$ cat src/rtl/dmem_access_ctrl.sv
// -----------------------------------------------------------------------------
// dmem_access_ctrl
//
// Memory-stage sequencer for the pipelined RV32I core. Runs the load/store held
// in the EX/M register as one transaction on a multi-cycle data-memory port and
// freezes the pipeline (stall_M) while the access is outstanding. It builds the
// byte strobes and lane-replicated store data, and aligns and extends the load
// result according to the funct3 access mode.
//
// Handshake: mem_req is the valid of a valid/ready pair. Once mem_req is high,
// mem_we/mem_addr/mem_wdata/mem_wstrb stay stable until the cycle after
// mem_ready is sampled high. A transfer completes on the first clock edge where
// mem_req and mem_ready are both 1. mem_req is only ever high in BUSY.
//
// Ports
//   clk, rst_n        clock, synchronous active-low reset
//   memRead_M         load in M stage
//   memWrite_M        store in M stage (never together with memRead_M)
//   alu_rsl_M         byte address
//   write_Data_M      right-justified store data
//   mode_M            funct3: 000 B, 001 H, 010 W, 100 BU, 101 HU
//   stall_M           holds IF/ID/EX/M registers (combinational)
//   load_data_M       aligned/extended load result, valid in DONE
//   misalign_err      pulse: misaligned or illegal-mode access dropped
//   bus_err           pulse in DONE: access aborted by timeout
//   mem_req/mem_we/mem_addr/mem_wdata/mem_wstrb   registered request
//   mem_ready, mem_rdata                          memory response
//   dbg_state_o       current FSM state (0 IDLE, 1 BUSY, 2 DONE)
// -----------------------------------------------------------------------------
module dmem_access_ctrl #(
    parameter int TIMEOUT = 255
) (
    input  logic        clk,
    input  logic        rst_n,
    input  logic        memRead_M,
    input  logic        memWrite_M,
    input  logic [31:0] alu_rsl_M,
    input  logic [31:0] write_Data_M,
    input  logic [2:0]  mode_M,
    output logic        stall_M,
    output logic [31:0] load_data_M,
    output logic        misalign_err,
    output logic        bus_err,
    output logic        mem_req,
    output logic        mem_we,
    output logic [31:0] mem_addr,
    output logic [31:0] mem_wdata,
    output logic [3:0]  mem_wstrb,
    input  logic        mem_ready,
    input  logic [31:0] mem_rdata,
    output logic [1:0]  dbg_state_o
);

    // Counter is at least 8 bits, wider only if TIMEOUT needs it.
    localparam int CW_RAW = $clog2(TIMEOUT + 1);
    localparam int CW     = (CW_RAW > 8) ? CW_RAW : 8;
    localparam logic [CW-1:0] CNT_LAST = CW'(TIMEOUT - 1);

    typedef enum logic [1:0] {
        IDLE = 2'd0,
        BUSY = 2'd1,
        DONE = 2'd2
    } state_t;

    state_t        state_q, state_d;
    logic [CW-1:0] cnt_q, cnt_d;
    logic          req_q, req_d;
    logic          we_q, we_d;
    logic [29:0]   waddr_q, waddr_d;
    logic [1:0]    addr_lo_q, addr_lo_d;
    logic [2:0]    mode_q, mode_d;
    logic [31:0]   wdata_q, wdata_d;
    logic [3:0]    wstrb_q, wstrb_d;
    logic [31:0]   load_q, load_d;
    logic          bus_err_q, bus_err_d;

    logic          access;
    logic          mode_legal;
    logic          misaligned;
    logic [31:0]   st_wdata;
    logic [3:0]    st_wstrb;
    logic [7:0]    lane_b;
    logic [15:0]   lane_h;
    logic [31:0]   ld_ext;

    // -------------------------------------------------------------------------
    // Access classification in IDLE
    // -------------------------------------------------------------------------
    assign access = memRead_M | memWrite_M;

    always_comb begin
        mode_legal = 1'b0;
        misaligned = 1'b0;
        case (mode_M)
            3'b000, 3'b100: mode_legal = 1'b1;
            3'b001, 3'b101: begin
                mode_legal = 1'b1;
                misaligned = alu_rsl_M[0];
            end
            3'b010: begin
                mode_legal = 1'b1;
                misaligned = (alu_rsl_M[1:0] != 2'b00);
            end
            default: mode_legal = 1'b0;
        endcase
    end

    // -------------------------------------------------------------------------
    // Store encoding: replicate the datum across every lane so the strobe alone
    // picks the destination bytes.
    // -------------------------------------------------------------------------
    always_comb begin
        st_wdata = write_Data_M;
        st_wstrb = 4'b1111;
        case (mode_M[1:0])
            2'b00: begin
                st_wdata = {4{write_Data_M[7:0]}};
                st_wstrb = 4'b0001 << alu_rsl_M[1:0];
            end
            2'b01: begin
                st_wdata = {2{write_Data_M[15:0]}};
                st_wstrb = 4'b0011 << alu_rsl_M[1:0];
            end
            default: begin
                st_wdata = write_Data_M;
                st_wstrb = 4'b1111;
            end
        endcase
    end

    // -------------------------------------------------------------------------
    // Load extraction from the returned word, using the latched byte offset
    // and mode (halfword offsets are even, so addr_lo_q[1] picks the half).
    // -------------------------------------------------------------------------
    always_comb begin
        lane_b = mem_rdata[{addr_lo_q, 3'b000} +: 8];
        lane_h = addr_lo_q[1] ? mem_rdata[31:16] : mem_rdata[15:0];
        case (mode_q)
            3'b000:  ld_ext = {{24{lane_b[7]}}, lane_b};
            3'b001:  ld_ext = {{16{lane_h[15]}}, lane_h};
            3'b100:  ld_ext = {24'h000000, lane_b};
            3'b101:  ld_ext = {16'h0000, lane_h};
            default: ld_ext = mem_rdata;
        endcase
    end

    // -------------------------------------------------------------------------
    // FSM next-state and outputs
    // -------------------------------------------------------------------------
    always_comb begin
        state_d      = state_q;
        cnt_d        = cnt_q;
        req_d        = req_q;
        we_d         = we_q;
        waddr_d      = waddr_q;
        addr_lo_d    = addr_lo_q;
        mode_d       = mode_q;
        wdata_d      = wdata_q;
        wstrb_d      = wstrb_q;
        load_d       = load_q;
        bus_err_d    = 1'b0;
        stall_M      = 1'b0;
        misalign_err = 1'b0;

        case (state_q)
            IDLE: begin
                if (access) begin
                    if (!mode_legal || misaligned) begin
                        // Dropped: the instruction proceeds without a request.
                        misalign_err = 1'b1;
                    end else begin
                        stall_M   = 1'b1;
                        req_d     = 1'b1;
                        we_d      = memWrite_M;
                        waddr_d   = alu_rsl_M[31:2];
                        addr_lo_d = alu_rsl_M[1:0];
                        mode_d    = mode_M;
                        wdata_d   = st_wdata;
                        wstrb_d   = memWrite_M ? st_wstrb : 4'b0000;
                        cnt_d     = '0;
                        state_d   = BUSY;
                    end
                end
            end

            BUSY: begin
                stall_M = 1'b1;
                // A response in the last allowed cycle still counts as success.
                if (mem_ready) begin
                    req_d   = 1'b0;
                    if (!we_q) begin
                        load_d = ld_ext;
                    end
                    state_d = DONE;
                end else if (cnt_q == CNT_LAST) begin
                    req_d     = 1'b0;
                    load_d    = 32'h0000_0000;
                    bus_err_d = 1'b1;
                    state_d   = DONE;
                end else if (cnt_q != {CW{1'b1}}) begin
                    cnt_d = cnt_q + 1'b1;
                end
            end

            DONE: begin
                // Pipeline advances at this edge; next instruction seen in IDLE.
                state_d = IDLE;
            end

            default: begin
                state_d = IDLE;
                req_d   = 1'b0;
            end
        endcase
    end

    // -------------------------------------------------------------------------
    // State registers
    // -------------------------------------------------------------------------
    always_ff @(posedge clk) begin
        if (!rst_n) begin
            state_q   <= IDLE;
            cnt_q     <= '0;
            req_q     <= 1'b0;
            we_q      <= 1'b0;
            waddr_q   <= 30'h0;
            addr_lo_q <= 2'b00;
            mode_q    <= 3'b000;
            wdata_q   <= 32'h0;
            wstrb_q   <= 4'b0000;
            load_q    <= 32'h0;
            bus_err_q <= 1'b0;
        end else begin
            state_q   <= state_d;
            cnt_q     <= cnt_d;
            req_q     <= req_d;
            we_q      <= we_d;
            waddr_q   <= waddr_d;
            addr_lo_q <= addr_lo_d;
            mode_q    <= mode_d;
            wdata_q   <= wdata_d;
            wstrb_q   <= wstrb_d;
            load_q    <= load_d;
            bus_err_q <= bus_err_d;
        end
    end

    assign mem_req     = req_q;
    assign mem_we      = we_q;
    assign mem_addr    = {waddr_q, 2'b00};
    assign mem_wdata   = wdata_q;
    assign mem_wstrb   = wstrb_q;
    assign load_data_M = load_q;
    assign bus_err     = bus_err_q;
    assign dbg_state_o = state_q;

endmodule

$ cat config.mk
export PLATFORM = sky130hd
export DESIGN_NAME = dmem_access_ctrl
export DESIGN_NICKNAME = d
export VERILOG_FILES = /design/src/rtl/dmem_access_ctrl.sv
export SDC_FILE = /design/constraint.sdc
export NUM_CORES = 1
export LEC_CHECK = 0
export ABC_AREA = 1
export BUFFER_PORTS_ARGS = -buffer_cell sky130_fd_sc_hd__buf_2
export CAP_MARGIN = 10
export CORE_UTILIZATION = 53
export DETAILED_ROUTE_END_ITERATION = 10
export HOLD_SLACK_MARGIN = 0.08
export PLACE_DENSITY = 0.89
export SKIP_CTS_REPAIR_TIMING = 1
export SLEW_MARGIN = 10
export SYNTH_ARGS = -nofsm -noshare
export SYNTH_HDL_FRONTEND = slang
export SYNTH_SLANG_ARGS = --single-unit
$ cat constraint.sdc
create_clock -name clk -period 4.23 [get_ports clk]
set_clock_uncertainty 0.05 [all_clocks]
set_input_delay 0.423 -clock clk [delete_from_list [all_inputs] [get_ports clk]]
set_output_delay 0.423 -clock clk [all_outputs]
set_load 0.01 [all_outputs]
==> impl_metrics.ini <==
[status]
status = finished clean

[clocking]
clkLatencyLatePin_ns = 0.51
cts_root_buf = clkbuf_8
numCtsBuffers = 17
clockBufferDepth = 2
cts_max_level = 4
clkSinkCount = 116
cts_tree = yes
clkTransAtPathRegs_ns = 0.07

[setup_path]
cp_cell_sequence = nor2_1, nand4_4, nand2_1, buf_2
worst_ep_required_time_ns = 3.76
cp_max_fo = 21
crit_arrival_ns = 1.92
regToRegStartpoint = dbg_state_o[1]$_SDFFE_PN0P_
end_kind = primary output
cp-endpoint = stall_M
regToRegSetupSlack_ns = 1.85
worstSetupStartpointType = flop
path_class = reg -> out
startpoint = dbg_state_o[1]$_SDFFE_PN0P_
reg2reg_to = waddr_q[12]$_SDFFE_PN0P_
critPathMaxStageDelay_ns = 0.45
cp_slowest_cell = nor2_1
r2r_cells = 6

[drt]
wl_um = 15500
routed.top_layer = met4
route.met2.wl_um = 7530
final_antenna_net_count = 0
vias = 5847
met3WireLength_um = 1410
drt_first_pass_iters = 5
drt-vias-per-instance = 5.26
drc = 0
initialDrtViolationCount = 243
wl_met1_um = 6190
routedWlPerCell_um = 14.0

[yosys]
synth_common_cells = nand2_1 (202), a21oi_1 (138), dfxtp_1 (116)
synth_edf_count = 0
synthMostInstantiatedCell = nand2_1
synth_cell_types = 40
synthArstFlopShare_pct = 0
synth_top_area_share_pct = 42.5
avgSynthCellArea_um2 = 6.98
yosysSeqAreaShare_pct = 42.5
syn_inst = 782
netlist_area_um2 = 5460
yosysWarnings = 0
synth_seq_cells = 116
synth_top_cell_by_area = dfxtp_1
synth-main-ff-cell = dfxtp_1
synthTopCellsByArea = dfxtp_1 (43%), nand2_1 (14%), a21oi_1 (13%), o21ai_0 (7.0%), inv_1 (3.6%)

[finish]
finalNetCount = 1071
antennaDiodeCount = 0
fin_util_pct = 71.6
drive_gt1_share_pct = 30.1
area_growth_pct = 29.4

[min_path]
min_path_type = in -> reg

[global_routing]
grt_pass1_wl_um = 23600
gr-total-overflow = 0
grt_pass1_vias = 5143
antenna_found_initial = 0
grt_max_degree = 63
track_usage_pct = 28.7

[placed_design]
io_buffers = 208
dpl.hpwl_um = 10500
gp_congestion = 0.876

[floorplanning]
pin_count = 211
die_h_um = 103
initial_utilization_pct = 55.3
die_w_um = 103
core-area_um2 = 9860
die-area_um2 = 10700
rows = 36

[timing]
hold_violations = 0
worst-slew-pin-transition_ns = 0.956
clock.fmax_mhz = 418
final.setup.tns_ns = 0
slew_violations = 0
setup_viol = 0
rsz0062_at_grt = false
slew_headroom_pct = 36.2
finalCritPeriodShare_pct = 56.5
finalCriticalPeriod_ns = 2.39

[flow_run]
maxCapViolCount = 0

[power_and_ir_drop]
ir_drop_v = 0.000290
p_leak_nw = 3.40
powerDensity_nw_per_um2 = 454
==> worst min path at each step <==
stage                                    startpoint                   endpoint  slack [ns]  depth (start not counted)
after floorplan               cnt_q[7]$_SDFFE_PN0P_      cnt_q[7]$_SDFFE_PN0P_        0.42                          2
after global placement     waddr_q[22]$_SDFFE_PN0P_   waddr_q[22]$_SDFFE_PN0P_        0.40                          2
after detailed placement  mem_wstrb[1]$_SDFFE_PN0P_  mem_wstrb[1]$_SDFFE_PN0P_        0.40                          2
after CTS                              alu_rsl_M[6]    waddr_q[4]$_SDFFE_PN0P_        0.09                          3
after global routing                  alu_rsl_M[23]   waddr_q[21]$_SDFFE_PN0P_        0.09                          3
final                                 alu_rsl_M[23]   waddr_q[21]$_SDFFE_PN0P_        0.10                          3
==> logic make-up (layout without fill, tap and decap cells) <==
group           after synthesis  after routing  share of synthesized area, %
buf+inv                     110            305                          8.87
compound gates              239            239                          23.5
simple gates                311            311                          24.1
fa+ha+maj                     2              2                         0.458
xor+xnor                      3              3                         0.481
other cells                   1              2                        0.0687
flops                       116            116                          42.5
==> critical path: cells and delay by family (launching register included) <==
family	cells	cell delay, ns
AND/OR/NAND/NOR	3	0.93
flip-flops	1	0.33
buffers and inverters	1	0.14
==> final cells by class <==
class,instances,area (µm²)
Timing Repair Buffer,213,1080
Fill cell,791,2800
Tap cell,133,166
Sequential cell,116,2320
Multi-Input combinational cell,557,2670
Clock buffer,17,414
Inverter,60,226
Clock inverter,15,191
==> through the flow <==
step                      hold slack [ns]  total power, W  worst slack, ns  area (µm²)  std cells
final                               0.103         0.00321             1.84        7060       1111
after global routing               0.0942         0.00334             1.58        7060       1111
after CTS                          0.0901         0.00321             1.82        7060       1111
after detailed placement            0.404         0.00175             1.42        6460       1079
after global placement              0.400         0.00174             1.51        6460       1079
after floorplan                     0.418         0.00157             2.59        5460        783
==> metal layers <==
metal | track usage, % | vias to the layer above
li1 | - | 2916
met1 | 34.0 | 2597
met2 | 48.0 | 298
met3 | 8.40 | 36
met4 | 13.2 | 0
met5 | 0 | -
==> cell usage in the layout, fill, tap and decap left out, types with 6 or more instances in the layout <==
master	synthesis	layout
buf_2	19	208
nand2_1	202	202
a21oi_1	138	138
dfxtp_1	116	116
o21ai_0	76	76
inv_1	53	52
nor2_1	45	45
nand3_1	29	29
nand2_2	16	16
clkbuf_16	0	16
a21oi_2	11	11
o211ai_1	8	8
inv_6	0	7
inv_2	5	6
==> sequential cells by signal, summed over array words and instances, names as in the netlist, 2 cells and up <==
name         count
mem_wstrb        4
load_data_M     32
mem_wdata       32
waddr_q         30
addr_lo_q        2
mode_q           3
cnt_q            8
dbg_state_o      2
==> power breakdown <==
part	total [W]	switching (W)	internal, W
logic	0.000523	0.000333	0.000190
clock network	0.00147	0.000560	0.000914
registers	0.00121	0.0000445	0.00116
total	0.00321	0.000937	0.00227
Note: power is estimated with default switching activity, not from simulation.
